==> src/rtl/scan_pkg.sv <==
// Shared types and helpers for the SDRAM min/max scan master.
// Optional running sum is enabled with SCAN_SUM_EN (see sdram_scan_master).
package scan_pkg;

  typedef logic [1:0] state_t;

  localparam state_t StIdle  = 2'd0;
  localparam state_t StIssue = 2'd1;
  localparam state_t StDrain = 2'd2;
  localparam state_t StDone  = 2'd3;

  localparam int unsigned ByteW = 8;

  function automatic int unsigned byte_stride(input int unsigned data_w);
    return data_w / ByteW;
  endfunction

  // Most positive value of a w-bit element, zero-extended to 64 bits.
  function automatic logic [63:0] elem_max(input logic signed_mode, input int unsigned w);
    logic [63:0] v;
    v = '0;
    for (int unsigned i = 0; i < 64; i++) begin
      if (i < w) v[i] = 1'b1;
    end
    if (signed_mode) v[w-1] = 1'b0;
    return v;
  endfunction

  // Most negative value of a w-bit element, zero-extended to 64 bits.
  function automatic logic [63:0] elem_min(input logic signed_mode, input int unsigned w);
    logic [63:0] v;
    v = '0;
    if (signed_mode) v[w-1] = 1'b1;
    return v;
  endfunction

  // a < b on w-bit zero-extended elements; signed compare flips the sign bit.
  function automatic logic elem_lt(input logic [63:0] a, input logic [63:0] b,
                                   input logic signed_mode, input int unsigned w);
    logic [63:0] flip;
    flip = 64'(signed_mode) << (w - 1);
    return (a ^ flip) < (b ^ flip);
  endfunction

endpackage

==> src/rtl/sdram_scan_master_if.sv <==
// Avalon-MM read-master bus bundle used by sdram_scan_master.
interface sdram_scan_master_if #(
  parameter int unsigned ADDR_W = 32,
  parameter int unsigned DATA_W = 32
);
  logic [ADDR_W-1:0] address;
  logic              read;
  logic              waitrequest;
  logic [DATA_W-1:0] readdata;
  logic              readdatavalid;

  modport master (
    output address, read,
    input  waitrequest, readdata, readdatavalid
  );

  modport slave (
    input  address, read,
    output waitrequest, readdata, readdatavalid
  );
endinterface

==> src/rtl/scan_lane_reduce.sv <==
// One-cycle registered reduction of a packed bus word to its lane min/max
// (and lane sum when SCAN_SUM_EN is defined).
module scan_lane_reduce
  import scan_pkg::*;
#(
  parameter int unsigned DATA_W = 32,
  parameter int unsigned ELEM_W = 16
`ifdef SCAN_SUM_EN
  ,
  parameter int unsigned SUM_W  = 34
`endif
) (
  input  logic              clk,
  input  logic              reset_n,
  input  logic              valid_i,
  input  logic [DATA_W-1:0] data_i,
  input  logic              signed_mode_i,
  output logic              valid_o,
  output logic [ELEM_W-1:0] lane_min_o,
  output logic [ELEM_W-1:0] lane_max_o
`ifdef SCAN_SUM_EN
  ,
  output logic [SUM_W-1:0]  lane_sum_o
`endif
);

  localparam int unsigned LANES = DATA_W / ELEM_W;

  logic              valid_q;
  logic [ELEM_W-1:0] min_d, min_q, max_d, max_q;
`ifdef SCAN_SUM_EN
  logic [SUM_W-1:0]  sum_d, sum_q;
`endif

  always_comb begin
    logic [ELEM_W-1:0] e;
    min_d = data_i[ELEM_W-1:0];
    max_d = data_i[ELEM_W-1:0];
    for (int unsigned l = 1; l < LANES; l++) begin
      e = data_i[l*ELEM_W +: ELEM_W];
      if (elem_lt(64'(e), 64'(min_d), signed_mode_i, ELEM_W)) min_d = e;
      if (elem_lt(64'(max_d), 64'(e), signed_mode_i, ELEM_W)) max_d = e;
    end
  end

`ifdef SCAN_SUM_EN
  always_comb begin
    logic [ELEM_W-1:0] e;
    sum_d = '0;
    for (int unsigned l = 0; l < LANES; l++) begin
      e = data_i[l*ELEM_W +: ELEM_W];
      if (signed_mode_i) sum_d = sum_d + SUM_W'($signed(e));
      else               sum_d = sum_d + SUM_W'(e);
    end
  end
`endif

  always_ff @(posedge clk or negedge reset_n) begin
    if (!reset_n) begin
      valid_q <= 1'b0;
      min_q   <= '0;
      max_q   <= '0;
`ifdef SCAN_SUM_EN
      sum_q   <= '0;
`endif
    end else begin
      valid_q <= valid_i;
      if (valid_i) begin
        min_q <= min_d;
        max_q <= max_d;
`ifdef SCAN_SUM_EN
        sum_q <= sum_d;
`endif
      end
    end
  end

  assign valid_o    = valid_q;
  assign lane_min_o = min_q;
  assign lane_max_o = max_q;
`ifdef SCAN_SUM_EN
  assign lane_sum_o = sum_q;
`endif

endmodule

==> src/rtl/sdram_scan_master.sv <==
// Avalon-MM read master scanning an SDRAM region to a running min/max.
// Define SCAN_SUM_EN to add the sum_out accumulator port.
module sdram_scan_master
  import scan_pkg::*;
#(
  parameter int unsigned ADDR_W   = 32,
  parameter int unsigned DATA_W   = 32,
  parameter int unsigned ELEM_W   = 16,
  parameter int unsigned MAX_PEND = 4,
  parameter int unsigned CNT_W    = 16
) (
  input  logic              clk,
  input  logic              reset_n,
  input  logic              ready_in,
  input  logic [ADDR_W-1:0] start_addr,
  input  logic [CNT_W-1:0]  word_count,
  input  logic              signed_mode,
  output logic              done_out,
  output logic              busy_out,
  output logic [ELEM_W-1:0] max_out,
  output logic [ELEM_W-1:0] min_out,
`ifdef SCAN_SUM_EN
  output logic [ELEM_W+CNT_W+$clog2(DATA_W/ELEM_W)-1:0] sum_out,
`endif
  sdram_scan_master_if.master avm
);

  localparam int unsigned PEND_W = $clog2(MAX_PEND + 1);
  localparam logic [ADDR_W-1:0] Stride = ADDR_W'(byte_stride(DATA_W));
`ifdef SCAN_SUM_EN
  localparam int unsigned SUM_W = ELEM_W + CNT_W + $clog2(DATA_W / ELEM_W);
`endif

  state_t            state_d, state_q;
  logic              ready_q, ready_prev_q;
  logic [ADDR_W-1:0] addr_d, addr_q;
  logic [CNT_W-1:0]  cnt_d, cnt_q, issued_d, issued_q, recv_d, recv_q;
  logic [PEND_W-1:0] pend_d, pend_q;
  logic              sm_d, sm_q, read_d, read_q;
  logic [ELEM_W-1:0] min_d, min_q, max_d, max_q;
  logic              start, active, accept, rvalid;
  logic              lane_valid;
  logic [ELEM_W-1:0] lane_min, lane_max;
`ifdef SCAN_SUM_EN
  logic [SUM_W-1:0]  lane_sum, sum_d, sum_q;
`endif

  assign active = (state_q == StIssue) || (state_q == StDrain);
  assign start  = ready_q && !ready_prev_q && ((state_q == StIdle) || (state_q == StDone));
  assign accept = read_q && !avm.waitrequest;
  // Responses outside a scan are stray and must not touch the results.
  assign rvalid = avm.readdatavalid && active;

  scan_lane_reduce #(
    .DATA_W (DATA_W),
    .ELEM_W (ELEM_W)
`ifdef SCAN_SUM_EN
    ,
    .SUM_W  (SUM_W)
`endif
  ) u_reduce (
    .clk           (clk),
    .reset_n       (reset_n),
    .valid_i       (rvalid),
    .data_i        (avm.readdata),
    .signed_mode_i (sm_q),
    .valid_o       (lane_valid),
    .lane_min_o    (lane_min),
    .lane_max_o    (lane_max)
`ifdef SCAN_SUM_EN
    ,
    .lane_sum_o    (lane_sum)
`endif
  );

  always_comb begin
    state_d  = state_q;
    addr_d   = addr_q;
    cnt_d    = cnt_q;
    sm_d     = sm_q;
    issued_d = issued_q;
    recv_d   = recv_q;
    pend_d   = pend_q;
    min_d    = min_q;
    max_d    = max_q;
`ifdef SCAN_SUM_EN
    sum_d    = sum_q;
`endif

    if (accept) begin
      issued_d = issued_q + 1'b1;
      addr_d   = addr_q + Stride;
    end
    if (rvalid) recv_d = recv_q + 1'b1;
    if (accept && !rvalid)      pend_d = pend_q + 1'b1;
    else if (!accept && rvalid) pend_d = pend_q - 1'b1;

    if (lane_valid) begin
      if (elem_lt(64'(lane_min), 64'(min_q), sm_q, ELEM_W)) min_d = lane_min;
      if (elem_lt(64'(max_q), 64'(lane_max), sm_q, ELEM_W)) max_d = lane_max;
`ifdef SCAN_SUM_EN
      sum_d = sum_q + lane_sum;
`endif
    end

    case (state_q)
      StIdle, StDone: begin
        if (start) begin
          state_d  = StIssue;
          addr_d   = start_addr;
          cnt_d    = word_count;
          sm_d     = signed_mode;
          issued_d = '0;
          recv_d   = '0;
          pend_d   = '0;
          min_d    = ELEM_W'(elem_max(signed_mode, ELEM_W));
          max_d    = ELEM_W'(elem_min(signed_mode, ELEM_W));
`ifdef SCAN_SUM_EN
          sum_d    = '0;
`endif
        end
      end
      StIssue: begin
        if (cnt_q == '0)            state_d = StDone;
        else if (issued_d == cnt_q) state_d = StDrain;
      end
      StDrain: begin
        if ((recv_q == cnt_q) && !lane_valid) state_d = StDone;
      end
      default: state_d = StIdle;
    endcase

    // Registered request: holds through waitrequest since issued/pending cannot rise then.
    read_d = (state_q == StIssue) && (issued_d < cnt_q) && (pend_d < PEND_W'(MAX_PEND));
  end

  always_ff @(posedge clk or negedge reset_n) begin
    if (!reset_n) begin
      state_q      <= StIdle;
      ready_q      <= 1'b0;
      ready_prev_q <= 1'b0;
      addr_q       <= '0;
      cnt_q        <= '0;
      sm_q         <= 1'b0;
      issued_q     <= '0;
      recv_q       <= '0;
      pend_q       <= '0;
      read_q       <= 1'b0;
      min_q        <= '0;
      max_q        <= '0;
`ifdef SCAN_SUM_EN
      sum_q        <= '0;
`endif
    end else begin
      state_q      <= state_d;
      ready_q      <= ready_in;
      ready_prev_q <= ready_q;
      addr_q       <= addr_d;
      cnt_q        <= cnt_d;
      sm_q         <= sm_d;
      issued_q     <= issued_d;
      recv_q       <= recv_d;
      pend_q       <= pend_d;
      read_q       <= read_d;
      min_q        <= min_d;
      max_q        <= max_d;
`ifdef SCAN_SUM_EN
      sum_q        <= sum_d;
`endif
    end
  end

  assign done_out    = (state_q == StDone);
  assign busy_out    = active;
  assign min_out     = min_q;
  assign max_out     = max_q;
  assign avm.address = addr_q;
  assign avm.read    = read_q;
`ifdef SCAN_SUM_EN
  assign sum_out     = sum_q;
`endif

endmodule

==> src/flat_wrapper.sv <==
// flat-port wrapper written by rule: the top's interface ports become plain ports
module sdram_scan_master_flat import scan_pkg::*;
#(
  parameter int unsigned ADDR_W   = 32,
  parameter int unsigned DATA_W   = 32,
  parameter int unsigned ELEM_W   = 16,
  parameter int unsigned MAX_PEND = 4,
  parameter int unsigned CNT_W    = 16
)
  (clk, reset_n, ready_in, start_addr, word_count, signed_mode, done_out, busy_out, max_out, min_out, avm_address, avm_read, avm_waitrequest, avm_readdata, avm_readdatavalid);
  sdram_scan_master_if #(.ADDR_W(ADDR_W), .DATA_W(DATA_W)) avm_i ();
  input  logic clk;
  input  logic reset_n;
  input  logic ready_in;
  input  logic [ADDR_W-1:0] start_addr;
  input  logic [CNT_W-1:0] word_count;
  input  logic signed_mode;
  output logic done_out;
  output logic busy_out;
  output logic [ELEM_W-1:0] max_out;
  output logic [ELEM_W-1:0] min_out;
  output wire logic [$bits(avm_i.address)-1:0] avm_address;
  output wire logic [$bits(avm_i.read)-1:0] avm_read;
  input wire logic [$bits(avm_i.waitrequest)-1:0] avm_waitrequest;
  input wire logic [$bits(avm_i.readdata)-1:0] avm_readdata;
  input wire logic [$bits(avm_i.readdatavalid)-1:0] avm_readdatavalid;
  assign avm_address = avm_i.address;
  assign avm_read = avm_i.read;
  assign avm_i.waitrequest = avm_waitrequest;
  assign avm_i.readdata = avm_readdata;
  assign avm_i.readdatavalid = avm_readdatavalid;
  sdram_scan_master #(.ADDR_W(ADDR_W), .DATA_W(DATA_W), .ELEM_W(ELEM_W), .MAX_PEND(MAX_PEND), .CNT_W(CNT_W)) u_core (.clk(clk), .reset_n(reset_n), .ready_in(ready_in), .start_addr(start_addr), .word_count(word_count), .signed_mode(signed_mode), .done_out(done_out), .busy_out(busy_out), .max_out(max_out), .min_out(min_out), .avm(avm_i));
endmodule
==> config.mk <==
export PLATFORM = sky130hd
export DESIGN_NAME = sdram_scan_master_flat
export DESIGN_NICKNAME = d
export VERILOG_FILES = /design/src/rtl/scan_pkg.sv /design/src/rtl/sdram_scan_master_if.sv /design/src/rtl/scan_lane_reduce.sv /design/src/rtl/sdram_scan_master.sv /design/src/flat_wrapper.sv
export SDC_FILE = /design/constraint.sdc
export NUM_CORES = 1
export LEC_CHECK = 0
export BUFFER_PORTS_ARGS = -buffer_cell sky130_fd_sc_hd__buf_4
export CORE_UTILIZATION = 25
export DETAILED_ROUTE_END_ITERATION = 8
export PLACE_DENSITY = 0.49
export SYNTH_ARGS = -nofsm -noshare
export SYNTH_HDL_FRONTEND = slang
export SYNTH_SLANG_ARGS = --single-unit
export TNS_END_PERCENT = 1
==> constraint.sdc <==
create_clock -name clk -period 4.4 [get_ports clk]
set_input_delay 0.44 -clock clk [delete_from_list [all_inputs] [get_ports clk]]
set_output_delay 0.44 -clock clk [all_outputs]
set_load 0.01 [all_outputs]
==> flow_summary.rst, run 1 <==
.. list-table::
   :header-rows: 1

   * - Metric
     - Value
   * - Category of the worst setup path capture point
     - flop
   * - Area enclosed by the die boundary
     - 0.0393 mm2
   * - Switching power
     - 1.49 mW
   * - Number of cells in the design after placement
     - 1,680
   * - Number of pins exceeding their max-slew limit in the final report
     - 0
   * - Number of antenna violations at the first check in global routing
     - 4
   * - Post-synth EDFFs
     - 0
   * - Delay of the slowest critical-path stage
     - 0.69 ns
   * - Count of final setup violators
     - 0
   * - Worst slew slack as a fraction of its limit
     - 0.256
   * - IO buf count
     - 152
   * - Number of instances in the synthesized netlist
     - between 1,000 and 1,500
   * - Power per cell area
     - 401 mW/mm2
   * - Clock Sinks
     - 154
   * - Required time worst endpoint
     - 4.73 ns
   * - Internal power consumption
     - between 3 and 4 mW
   * - Average via count per standard cell
     - 4.61
   * - Sequential group share of total power
     - 0.385
   * - Post-cts hold buffer count
     - 0
   * - Die Span X
     - 198 um
   * - RSZ-0062 raised after global routing
     - false
   * - Worst IR drop on VDD
     - 0.000263 V
   * - Clock-pin slew on the worst setup and hold paths
     - 0.07 ns
   * - CTS H-Tree Depth
     - 4
   * - Number of nets produced by synthesis
     - 1,226
   * - Final Total Pwr
     - about 4.8 mW
   * - Total half-perimeter wirelength after legalization and detailed placement
     - 20,600 um
   * - Num ports
     - 153
   * - Largest net degree at the start of global routing
     - 93
   * - F_max
     - 326 MHz
   * - Least-Margin Pin Slew
     - 1.11 ns
   * - Async set-reset flop share out of synthesis
     - 1.00
   * - Total non-filler cell area in the finished layout
     - 0.0119 mm2
   * - Worst Path Max Fanout
     - 45
   * - Fin cells
     - 1,714
   * - Clock insertion delay at the later pin of the skew report
     - 0.44 ns
   * - Placed inst area
     - between 0.01 and 0.015 mm2
   * - Global-route wire length before repair
     - 44,000 um
   * - Switching share of power
     - 0.313
   * - Smallest setup slack after layout
     - 1.33 ns
   * - Netlist area before placement
     - 0.00962 mm2
   * - Number of search-and-repair iterations in the first detailed-routing pass
     - 4
   * - Fraction of final layout cells sized beyond drive strength 1
     - 0.173
   * - CTS tree
     - built
   * - CP Class
     - flop to flop
   * - Count of buffers added by post-CTS timing repair for setup
     - 0
   * - Starting density of the core
     - 0.255
   * - Aggregate global-route resource usage
     - 0.146
   * - Post-route worst hold slack
     - 0.0109 ns
   * - Final worst-path cycle share
     - 0.698
   * - Cell at the slowest stage of the critical path
     - or2_2
   * - Cells resized by post-CTS repair
     - 0
   * - Clock root buffer master
     - clkbuf_16
   * - Proportion of synthesized chip area in sequential cells
     - 0.401
   * - Total grt overflow
     - 0
   * - Flip-flop and latch count after synthesis
     - 154
   * - Vias in the first global route
     - about 8,000
   * - Weighted congestion reported at the end of routability-driven placement
     - 0.895
   * - Arrival time at the worst endpoint
     - 3.40 ns
   * - Most heavily used metal layer in global routing
     - met2
   * - Global-route met1 utilization
     - 0.181
   * - Met2 global-route usage
     - 0.243
   * - DR DRC count
     - 0
   * - Total vias in the final route
     - 7,899
   * - 1st-iter DRT viols
     - 231
   * - CP Launch Type
     - flop
   * - Count of nets after finishing
     - 1,357
   * - Worst-path cell chain
     - inv_1 -> ha_1 -> inv_1 -> or2_2 -> and2_1 -> ha_1 -> nand4_1 -> or3_1 -> nor3_1 -> nor4_1
   * - Max-cap violations
     - 0
   * - Leak Pwr
     - 5.73 nW
   * - Setup slack at placement
     - 1.28 ns
   * - Warnings, synthesis
     - 0
   * - Clock power frac
     - 0.346
   * - Rows
     - between 70 and 80
   * - Power share of the combinational group
     - 0.269
   * - Y dimension of the die
     - 198 um
   * - Filler cell count
     - ~4,000
   * - Post-synth cell types
     - 62
   * - Syn Area/Cell
     - 9.10 um2
   * - Total Neg Setup Slack
     - 0 ns
   * - Number of buffers on the longest clock path
     - 2
   * - Status
     - completed
   * - Global Route met3 Usage
     - 0.0456
   * - Detail-routed net length per standard cell
     - roughly 16 um
   * - Placeable core area
     - roughly 0.038 mm2
   * - Post-Route WL
     - ~28,000 um
   * - End-of-flow core utilization
     - 0.315
   * - Shortest period the worst path allows
     - just over 3 ns
   * - TritonCTS buffer count
     - 17
   * - Post-synthesis to final-layout area growth
     - 23.8%
   * - Most used DFF post-synth
     - dfrtp_1
   * - Max Clock Skew
     - 0.0104 ns
   * - Hold violation total from the final report
     - 0
   * - Antenna Nets Post-Route
     - 0
   * - Class of the tightest hold or removal check
     - input port to async pin
cells by family (layout without fill, tap and decap cells):
family / count (synthesis) / after routing / synth area share
simple gates: 337 / 337 / 0.170
compound gates: 222 / 222 / 0.142
flops: 154 / 154 / 0.401
buf+inv: 134 / 278 / 0.0571
xor+xnor: 91 / 91 / 0.0829
fa+ha+maj: 83 / 83 / 0.108
mux: 36 / 36 / 0.0393
other cells: 0 / 2 / 0
final cells by class:
class	instances	area, um2	area share
Timing Repair Buffer	163	1230	0.103
Inverter	83	312	0.0262
Sequential cell	154	3850	0.324
Clock buffer	21	450	0.0378
Multi-Input combinational cell	769	5220	0.439
Antenna cell	2	5.00	0.000420
Clock inverter	11	194	0.0163
Tap cell	511	639	0.0537
path summary, 6_finish.rpt:
| check | start | end | slack [ns] | depth (start not counted) |
|---|---|---|---|---|
| min in group clk | ready_in | u_core.ready_q | 0.12 | 1 |
| max reg2reg | u_core.state_q[0] | u_core.avm.read | 1.33 | 10 |
| min reg2reg | u_core.ready_q | u_core.ready_prev_q | 0.39 | 0 |
| min | reset_n | u_core.min_out[8] | 0.01 | 1 |
| max | u_core.state_q[0] | u_core.avm.read | 1.33 | 10 |
| max in group asynchronous | reset_n | u_core.avm.address[19] | 3.46 | 2 |
sequential cells by signal, indices dropped and copies added, names as in the netlist:
name / flops
u_core.u_reduce.lane_min_o: 16
u_core.cnt_q: 16
u_core.ready_q: 1
u_core.max_out: 16
u_core.state_q: 2
u_core.u_reduce.valid_o: 1
u_core.u_reduce.lane_max_o: 16
u_core.recv_q: 16
u_core.pend_q: 3
u_core.ready_prev_q: 1
u_core.issued_q: 16
u_core.min_out: 16
u_core.sm_q: 1
u_core.avm.read: 1
u_core.avm.address: 32
Yosys cell counts (2+ instances only):
library cell,instances,area (um2)
dfrtp_1,154,3850
nand2_1,93,349
nor2_1,87,327
ha_1,83,1040
inv_1,82,308
a21oi_1,60,300
o21ai_0,60,300
xor2_1,56,490
nand3_1,46,230
clkbuf_1,37,139
xnor2_1,35,307
mux2i_1,34,340
a21o_1,29,218
nand4_1,27,169
nor3_1,23,115
a31oi_1,20,125
nand2b_1,14,87.6
o31ai_1,14,105
nor4_1,8,50.1
buf_4,7,52.6
and4_1,6,52.6
nor2b_1,6,37.5
a211oi_1,5,37.5
and3_1,5,31.3
o21ai_1,5,25.0
a211o_1,4,35.0
buf_2,4,20.0
o211ai_1,4,30.0
or3_1,4,25.0
and2_1,3,18.8
nand3b_1,3,22.5
a21oi_2,2,17.5
a311oi_1,2,17.5
and4b_1,2,20.0
buf_6,2,22.5
nor4_2,2,25.0
o2111ai_1,2,17.5
o22ai_1,2,12.5
o32ai_1,2,17.5
layout by cell type, fill, tap and decap left out, drive strengths merged, types with 10 or more instances in the layout:
cell	n
a31oi	20
nor2	87
xor2	56
inv	83
o31ai	14
dfrtp	154
clkbuf	21
ha	83
buf	163
nand4	28
nand3	46
nand2b	14
nor4	10
mux2i	34
xnor2	35
nand2	94
o21ai	65
a21o	29
nor3	23
a21oi	62
critical path: cells and delay by family (launching register included):
| family | cells | cell delay, ns |
|---|---|---|
| flops | 1 | 0.41 |
| simple gates | 6 | 1.75 |
| fa+ha+maj | 2 | 0.63 |
| buf+inv | 2 | 0.18 |
power by group through the flow:
stage                     sequential (mW)  clock, mW  combinational, mW
after floorplan                      1.88          0              0.715
after global placement               1.87          0               1.29
after detailed placement             1.87          0               1.32
after CTS                            1.84       1.70               1.33
after global routing                 1.88       1.76               1.47
final                                1.84       1.65               1.29
routing by layer:
metal / part of all wire / up-vias
li1: - / 3937
met1: 0.45 / 3781
met2: 0.48 / 156
met3: 0.057 / 21
met4: 0.010 / 4
met5: 0.0011 / -
Note: power is estimated with default switching activity, not from simulation.
==> run 2, diff against run 1 <==
clock period = 3.1 ns   (was 4.4 ns; I/O delays follow)
==> flow_summary.rst, run 2 (synthesis gave the netlist of run 1 again) <==
.. list-table::
   :header-rows: 1

   * - Metric
     - Value
   * - CP Class
     - flop to flop
   * - Max-cap violations
     - 0 (unchanged)
   * - Cell at the slowest stage of the critical path
     - dfrtp_1
   * - Number of antenna violations at the first check in global routing
     - 6 (+2)
   * - CTS tree
     - built
   * - TritonCTS buffer count
     - 17 (unchanged)
   * - DR DRC count
     - 0 (unchanged)
   * - Most common cell after layout, fill and taps aside
     - buf_4
   * - End-of-flow core utilization
     - 0.318 (+0.00232)
   * - Buffer and inverter count on the worst path
     - 0 (-2)
   * - Worst IR drop on VDD
     - 0.000336 V (+28%)
   * - Number of search-and-repair iterations in the first detailed-routing pass
     - 5 (+1)
   * - F_max
     - 346 MHz (+6.2%)
   * - Filler cell count
     - 3,977 (+1.2%)
   * - Num ports
     - 153 (unchanged)
   * - Y dimension of the die
     - 198 um (unchanged)
   * - Post-route worst hold slack
     - 0.0691 ns (+0.0582 ns)
   * - Smallest setup slack after layout
     - 0.207 ns (-1.12 ns)
   * - Global-route wire length before repair
     - 44,100 um (+0.30%)
   * - RSZ-0062 raised after global routing
     - false
   * - Area of the multi-input gates
     - 0.00526 mm2 (+0.65%)
   * - Die Span X
     - 198 um (unchanged)
   * - Hold violation total from the final report
     - 0 (unchanged)
   * - Post-Route WL
     - 27,500 um (-0.37%)
   * - Aggregate global-route resource usage
     - 0.145 (-0.000603)
   * - Crit Reg-Reg Endpoint
     - u_core.avm.read
   * - Category of the worst setup path capture point
     - flop
   * - Cell family contributing the most delay on the critical path
     - simple AND/OR/NAND/NOR gates
   * - Power per cell area
     - 548 mW/mm2 (+37%)
   * - Number of buffers on the longest clock path
     - 2 (unchanged)
   * - Max FFs per register
     - 32 (unchanged)
   * - Weighted congestion reported at the end of routability-driven placement
     - 0.861 (-3.8%)
   * - Total vias in the final route
     - 7,953 (+0.68%)
   * - Startpoint of the lowest-slack register-to-register path
     - u_core.issued_q[0]
   * - Count of final setup violators
     - 0 (unchanged)
   * - Antenna Nets Post-Route
     - 0 (unchanged)
   * - Fin cells
     - 1,725 (+0.64%)
   * - Worst Path Max Fanout
     - 5 (-89%)
   * - Total non-filler cell area in the finished layout
     - 0.0120 mm2 (+0.74%)
   * - Post-synthesis to final-layout area growth
     - 24.7%
   * - Total half-perimeter wirelength after legalization and detailed placement
     - 20,400 um (-1.1%)
   * - Shortest period the worst path allows
     - 2.89 ns (-0.179 ns)
   * - Total grt overflow
     - 0 (unchanged)
   * - 1st-iter DRT viols
     - 350 (+52%)
   * - Leading cell types in the layout, fill and taps excluded
     - buf_4, dfrtp_1, nand2_1
   * - Fraction of final layout cells sized beyond drive strength 1
     - 0.185 (+0.0116)
   * - Register-to-register setup slack
     - 0.21 ns (-1.12 ns)
   * - FF-to-FF path depth
     - 10 (unchanged)
   * - Stages on the worst setup path
     - 10 (unchanged)
   * - Storage cell area
     - 0.00385 mm2 (unchanged)
   * - Count of nets after finishing
     - 1,368 (+0.81%)
   * - Starting density of the core
     - 0.255 (unchanged)
   * - Placeable core area
     - 0.0378 mm2 (unchanged)
   * - Origin of the worst setup path
     - u_core.issued_q[0]
   * - Final Total Pwr
     - 6.57 mW (+38%)
   * - Largest net degree at the start of global routing
     - 81 (-13%)
   * - Delay of the slowest critical-path stage
     - 0.43 ns (-0.26 ns)
   * - Average via count per standard cell
     - 4.61 (about the same)
   * - Status
     - completed
   * - Clock-pin slew on the worst setup and hold paths
     - 0.07 ns (about the same)
   * - Max Clock Skew
     - 0.0120 ns (+0.00160 ns)
   * - Area enclosed by the die boundary
     - 0.0393 mm2 (unchanged)
   * - Least-Margin Pin Slew
     - 1.02 ns (-0.0869 ns)
   * - CTS H-Tree Depth
     - 4 (unchanged)
   * - Clock insertion delay at the later pin of the skew report
     - 0.44 ns (about the same)
   * - Clock root buffer master
     - clkbuf_16
   * - Setup slack at placement
     - 0.157 ns (-1.12 ns)
   * - Placed inst area
     - 0.0113 mm2 (+0.82%)
   * - Clock Sinks
     - 154 (unchanged)
   * - CP most frequent cell
     - ha_1
   * - Class of the tightest hold or removal check
     - input port to flop
   * - Rows
     - 71 (unchanged)
   * - Number of pins exceeding their max-slew limit in the final report
     - 0 (unchanged)
   * - Final worst-path cycle share
     - 0.933 (+0.235)
   * - Detail-routed net length per standard cell
     - 15.9 um (-1.0%)
   * - Count of buffers added by post-CTS timing repair for setup
     - 0 (unchanged)
   * - Total Neg Setup Slack
     - 0 ns (unchanged)
   * - CP Launch Type
     - flop
   * - Required time worst endpoint
     - 3.42 ns (-1.31 ns)
   * - Worst setup path endpoint
     - u_core.avm.read
   * - Vias in the first global route
     - 7,929 (-2.0%)
   * - Number of cells in the design after placement
     - 1,689 (+0.54%)
   * - Worst-path cell chain
     - ha_1 -> nand4b_1 -> nor4_4 -> xnor2_1 -> nor2_1 -> ha_1 -> nand4_1 -> or3_1 -> nor3_1 -> nor4_2
   * - Leak Pwr
     - 5.79 nW (+0.98%)
   * - IO buf count
     - 152 (unchanged)
   * - Worst slew slack as a fraction of its limit
     - 0.320 (+0.0636)
   * - Arrival time at the worst endpoint
     - 3.22 ns (-0.18 ns)
run 2: cell types whose count changed in the layout (fill, tap and decap cells not counted), moves of 2 or more:
cell           delta
dlygate4sd3_1     +2
buf_12            +2
nor3_2            +2
buf_4             +7
clkbuf_1          -2
nor3_1            -2
bufinv_16         -4
clkbuf_8          +4
run 2: worst register-to-register path: stages (launching register included):
cell	delay, ns
dfrtp_1	0.43
ha_1	0.21
nand4b_1	0.35
nor4_4	0.41
xnor2_1	0.17
nor2_1	0.07
ha_1	0.30
nand4_1	0.09
or3_1	0.43
nor3_1	0.25
nor4_2	0.08
run 2: area by class of cell:
cell class,instances,area share
antenna,2,0.000417
timing repair buffer,174,0.112
clock buffer,23,0.0415
multi-input combinational,769,0.438
sequential,154,0.321
tap,511,0.0533
inverter,83,0.0260
clock inverter,9,0.00730
run 2: layer usage:
layer / track usage / wire (um) / up-vias / part of all wire
met4: 0.0316 / 314 / 8 / 0.011
met1: 0.188 / 12600 / 3810 / 0.46
met5: 0 / 57 / - / 0.0021
li1: - / - / 3955 / -
met2: 0.233 / 12900 / 150 / 0.47
met3: 0.0477 / 1590 / 30 / 0.058
run 2: what timing repair did:
action / 4_1_cts / 5_1_grt
resized for setup: 0 / 6
setup endpoints to repair: 0 / 1
hold buffers: 2 / 0
endpoints found under the hold margin: 79 / 0
run 2: report_power, final:
part / total [mW] / switching [mW] / internal (mW)
clock network: 2.13 / 0.915 / 1.21
logic: 1.84 / 0.954 / 0.883
registers: 2.61 / 0.277 / 2.33
run 2: worst min path at each step:
stage                     slack [ns]                     to  cells past startpoint           start
after global placement          0.37    u_core.ready_prev_q                      0  u_core.ready_q
after CTS                       0.04  u_core.avm.address[0]                      3   start_addr[0]
after detailed placement        0.37    u_core.ready_prev_q                      0  u_core.ready_q
after floorplan                 0.01  u_core.avm.address[0]                      0         reset_n
after global routing            0.05  u_core.avm.address[0]                      3   start_addr[0]
final                           0.07  u_core.avm.address[0]                      3   start_addr[0]
==> run 3, diff against run 2 <==
RECOVER_POWER = 25   (was not set)
==> flow_summary.rst, run 3 (synthesis gave the netlist of run 1 again) <==
.. list-table::
   :header-rows: 1

   * - Metric
     - Value
   * - Status
     - complete, but fails checks
   * - Failing checks
     - max-capacitance violations, max-slew violations
   * - Post-Route WL
     - 27,500 um (about the same)
   * - Number of antenna violations at the first check in global routing
     - 6 (unchanged)
   * - Shortest period the worst path allows
     - 2.91 ns (+0.0146 ns)
   * - Antenna Nets Post-Route
     - 0 (unchanged)
   * - Depth of the worst hold-timing path
     - 3 (unchanged)
   * - Worst slew slack as a fraction of its limit
     - -0.477 (-0.797)
   * - Post-route worst hold slack
     - 0.0691 ns (+0.0000413 ns)
   * - Aggregate global-route resource usage
     - 0.145 (unchanged)
   * - Power per cell area
     - 548 mW/mm2 (about the same)
   * - FF-to-FF path depth
     - 10 (unchanged)
   * - F_max
     - 344 MHz (-0.50%)
   * - Weighted congestion reported at the end of routability-driven placement
     - 0.861 (unchanged)
   * - Number of search-and-repair iterations in the first detailed-routing pass
     - 5 (unchanged)
   * - Required time worst endpoint
     - 3.42 ns (about the same)
   * - Number of pins exceeding their max-slew limit in the final report
     - 79 (+79)
   * - Hold Startpoint
     - word_count[14]
   * - Vias in the first global route
     - 7,929 (unchanged)
   * - Origin of the worst setup path
     - u_core.issued_q[6]
   * - Hold violation total from the final report
     - 0 (unchanged)
   * - IO buf count
     - 152 (unchanged)
   * - Category of the worst setup path capture point
     - flop
   * - Final worst-path cycle share
     - 0.938 (+0.00472)
   * - Register-to-register setup slack
     - 0.19 ns (about the same)
   * - Stages on the worst setup path
     - 10 (unchanged)
   * - Post-synthesis to final-layout area growth
     - 24.5%
   * - Fraction of final layout cells sized beyond drive strength 1
     - 0.182 (-0.00330)
   * - RSZ-0062 raised after global routing
     - false
   * - Placeable core area
     - 0.0378 mm2 (unchanged)
   * - Most common cell after layout, fill and taps aside
     - buf_4
   * - Worst IR drop on VDD
     - 0.000336 V (-0.15%)
   * - Total vias in the final route
     - 7,983 (+0.38%)
   * - CP Launch Type
     - flop
   * - Max FFs per register
     - 32 (unchanged)
   * - Max-cap violations
     - 1 (+1)
   * - Total grt overflow
     - 0 (unchanged)
   * - Arrival time at the worst endpoint
     - 3.23 ns (about the same)
   * - Cell family contributing the most delay on the critical path
     - simple AND/OR/NAND/NOR gates
   * - Setup slack at placement
     - 0.157 ns (unchanged)
   * - Buffer and inverter count on the worst path
     - 0 (unchanged)
   * - Largest net degree at the start of global routing
     - 81 (unchanged)
   * - Worst Path Max Fanout
     - 8 (+3)
   * - Average via count per standard cell
     - 4.63 (+0.38%)
   * - Num ports
     - 153 (unchanged)
   * - Area enclosed by the die boundary
     - 0.0393 mm2 (unchanged)
   * - Worst-path cell chain
     - nand3_1 -> nor3_2 -> and4_4 -> xor2_1 -> and2_1 -> ha_1 -> nand4_1 -> or3_1 -> nor3_1 -> nor4_2
   * - Cell at the slowest stage of the critical path
     - dfrtp_1
   * - Clock insertion delay at the later pin of the skew report
     - 0.44 ns (about the same)
   * - Detail-routed net length per standard cell
     - 15.9 um (about the same)
   * - Global-route wire length before repair
     - 44,100 um (unchanged)
   * - Y dimension of the die
     - 198 um (unchanged)
   * - Clock root buffer master
     - clkbuf_16
   * - Max Clock Skew
     - 0.0128 ns (+0.000806 ns)
   * - Smallest setup slack after layout
     - 0.193 ns (-0.0146 ns)
   * - Final Total Pwr
     - 6.56 mW (-0.26%)
   * - Die Span X
     - 198 um (unchanged)
   * - Clock-pin slew on the worst setup and hold paths
     - 0.07 ns (about the same)
   * - TritonCTS buffer count
     - 17 (unchanged)
   * - Clock Sinks
     - 154 (unchanged)
   * - End-of-flow core utilization
     - 0.317 (-0.000563)
   * - Startpoint of the lowest-slack register-to-register path
     - u_core.issued_q[6]
   * - Starting density of the core
     - 0.255 (unchanged)
   * - Class of the tightest hold or removal check
     - input port to flop
   * - Rows
     - 71 (unchanged)
   * - Least-Margin Pin Slew
     - 2.22 ns (+1.20 ns)
   * - DR DRC count
     - 0 (unchanged)
   * - Count of final setup violators
     - 0 (unchanged)
   * - Count of nets after finishing
     - 1,368 (unchanged)
   * - Leading cell types in the layout, fill and taps excluded
     - buf_4, dfrtp_1, nand2_1
   * - Delay of the slowest critical-path stage
     - 0.50 ns (+0.07 ns)
   * - 1st-iter DRT viols
     - 341 (-2.6%)
   * - Number of buffers on the longest clock path
     - 2 (unchanged)
   * - CP Class
     - flop to flop
   * - Total half-perimeter wirelength after legalization and detailed placement
     - 20,400 um (unchanged)
   * - Total Neg Setup Slack
     - 0 ns (unchanged)
   * - Leak Pwr
     - 5.77 nW (-0.26%)
   * - CTS H-Tree Depth
     - 4 (unchanged)
   * - CTS tree
     - built
run 3: cell count changes in the layout (fill, tap and decap cells not counted):
cell / before / now
buf_4: 169 / 164
buf_6: 1 / 0
clkbuf_1: 1 / 5
clkbuf_2: 0 / 1
clkbuf_4: 0 / 1
run 3: per-stage QoR:
stage	cell area, um2	instances
6_report	12000	1725
5_1_grt	12000	1723
4_1_cts	12000	1723
3_5_place_dp	11300	1689
3_3_place_gp	11300	1689
2_1_floorplan	9620	1057
run 3: routing by layer:
metal  vias to the layer above  track usage  wire [um]
met1                      3829        0.188      12600
met3                        28       0.0477       1610
met4                         8       0.0316        316
met2                       161        0.233      12900
li1                       3957            -          -
met5                         -            0         57
run 3: final timing paths:
check,to
min in group asynchronous,u_core.u_reduce.lane_min_o[10]
max reg2reg,u_core.avm.read
max in group asynchronous,u_core.cnt_q[2]
max,u_core.avm.read
min,u_core.cnt_q[14]
min reg2reg,u_core.ready_prev_q
run 3: power by group:
| part | switching (mW) | internal, mW |
|---|---|---|
| combinational | 0.954 | 0.868 |
| clock | 0.914 | 1.21 |
| sequential | 0.276 | 2.33 |
| total | 2.14 | 4.41 |
run 3: worst register-to-register path, delay by kind of cell (launching register included):
family                     cells  cell delay, ns
adders and majority gates      1            0.30
and+or+nand+nor                8            1.92
xor gates and xnor gates       1            0.08
DFF                            1            0.50
run 3: timing repair:
item | CTS | global route
hold buffers | 2 | 0
setup buffers | 0 | 0
gates resized for setup | 0 | 6
endpoints found under the hold margin | 79 | 0
setup endpoints to repair | 0 | 1
run 3: area by class of cell:
class                   instances  area, um2
fillers                      3986      25800
multi-input cells             769       5260
flip-flops and latches        154       3850
repair buffers                174       1320
well taps                     511        639
clock buffers                  23        498
inverters                      83        312
clock inverters                 9       87.6
diodes                          2       5.00
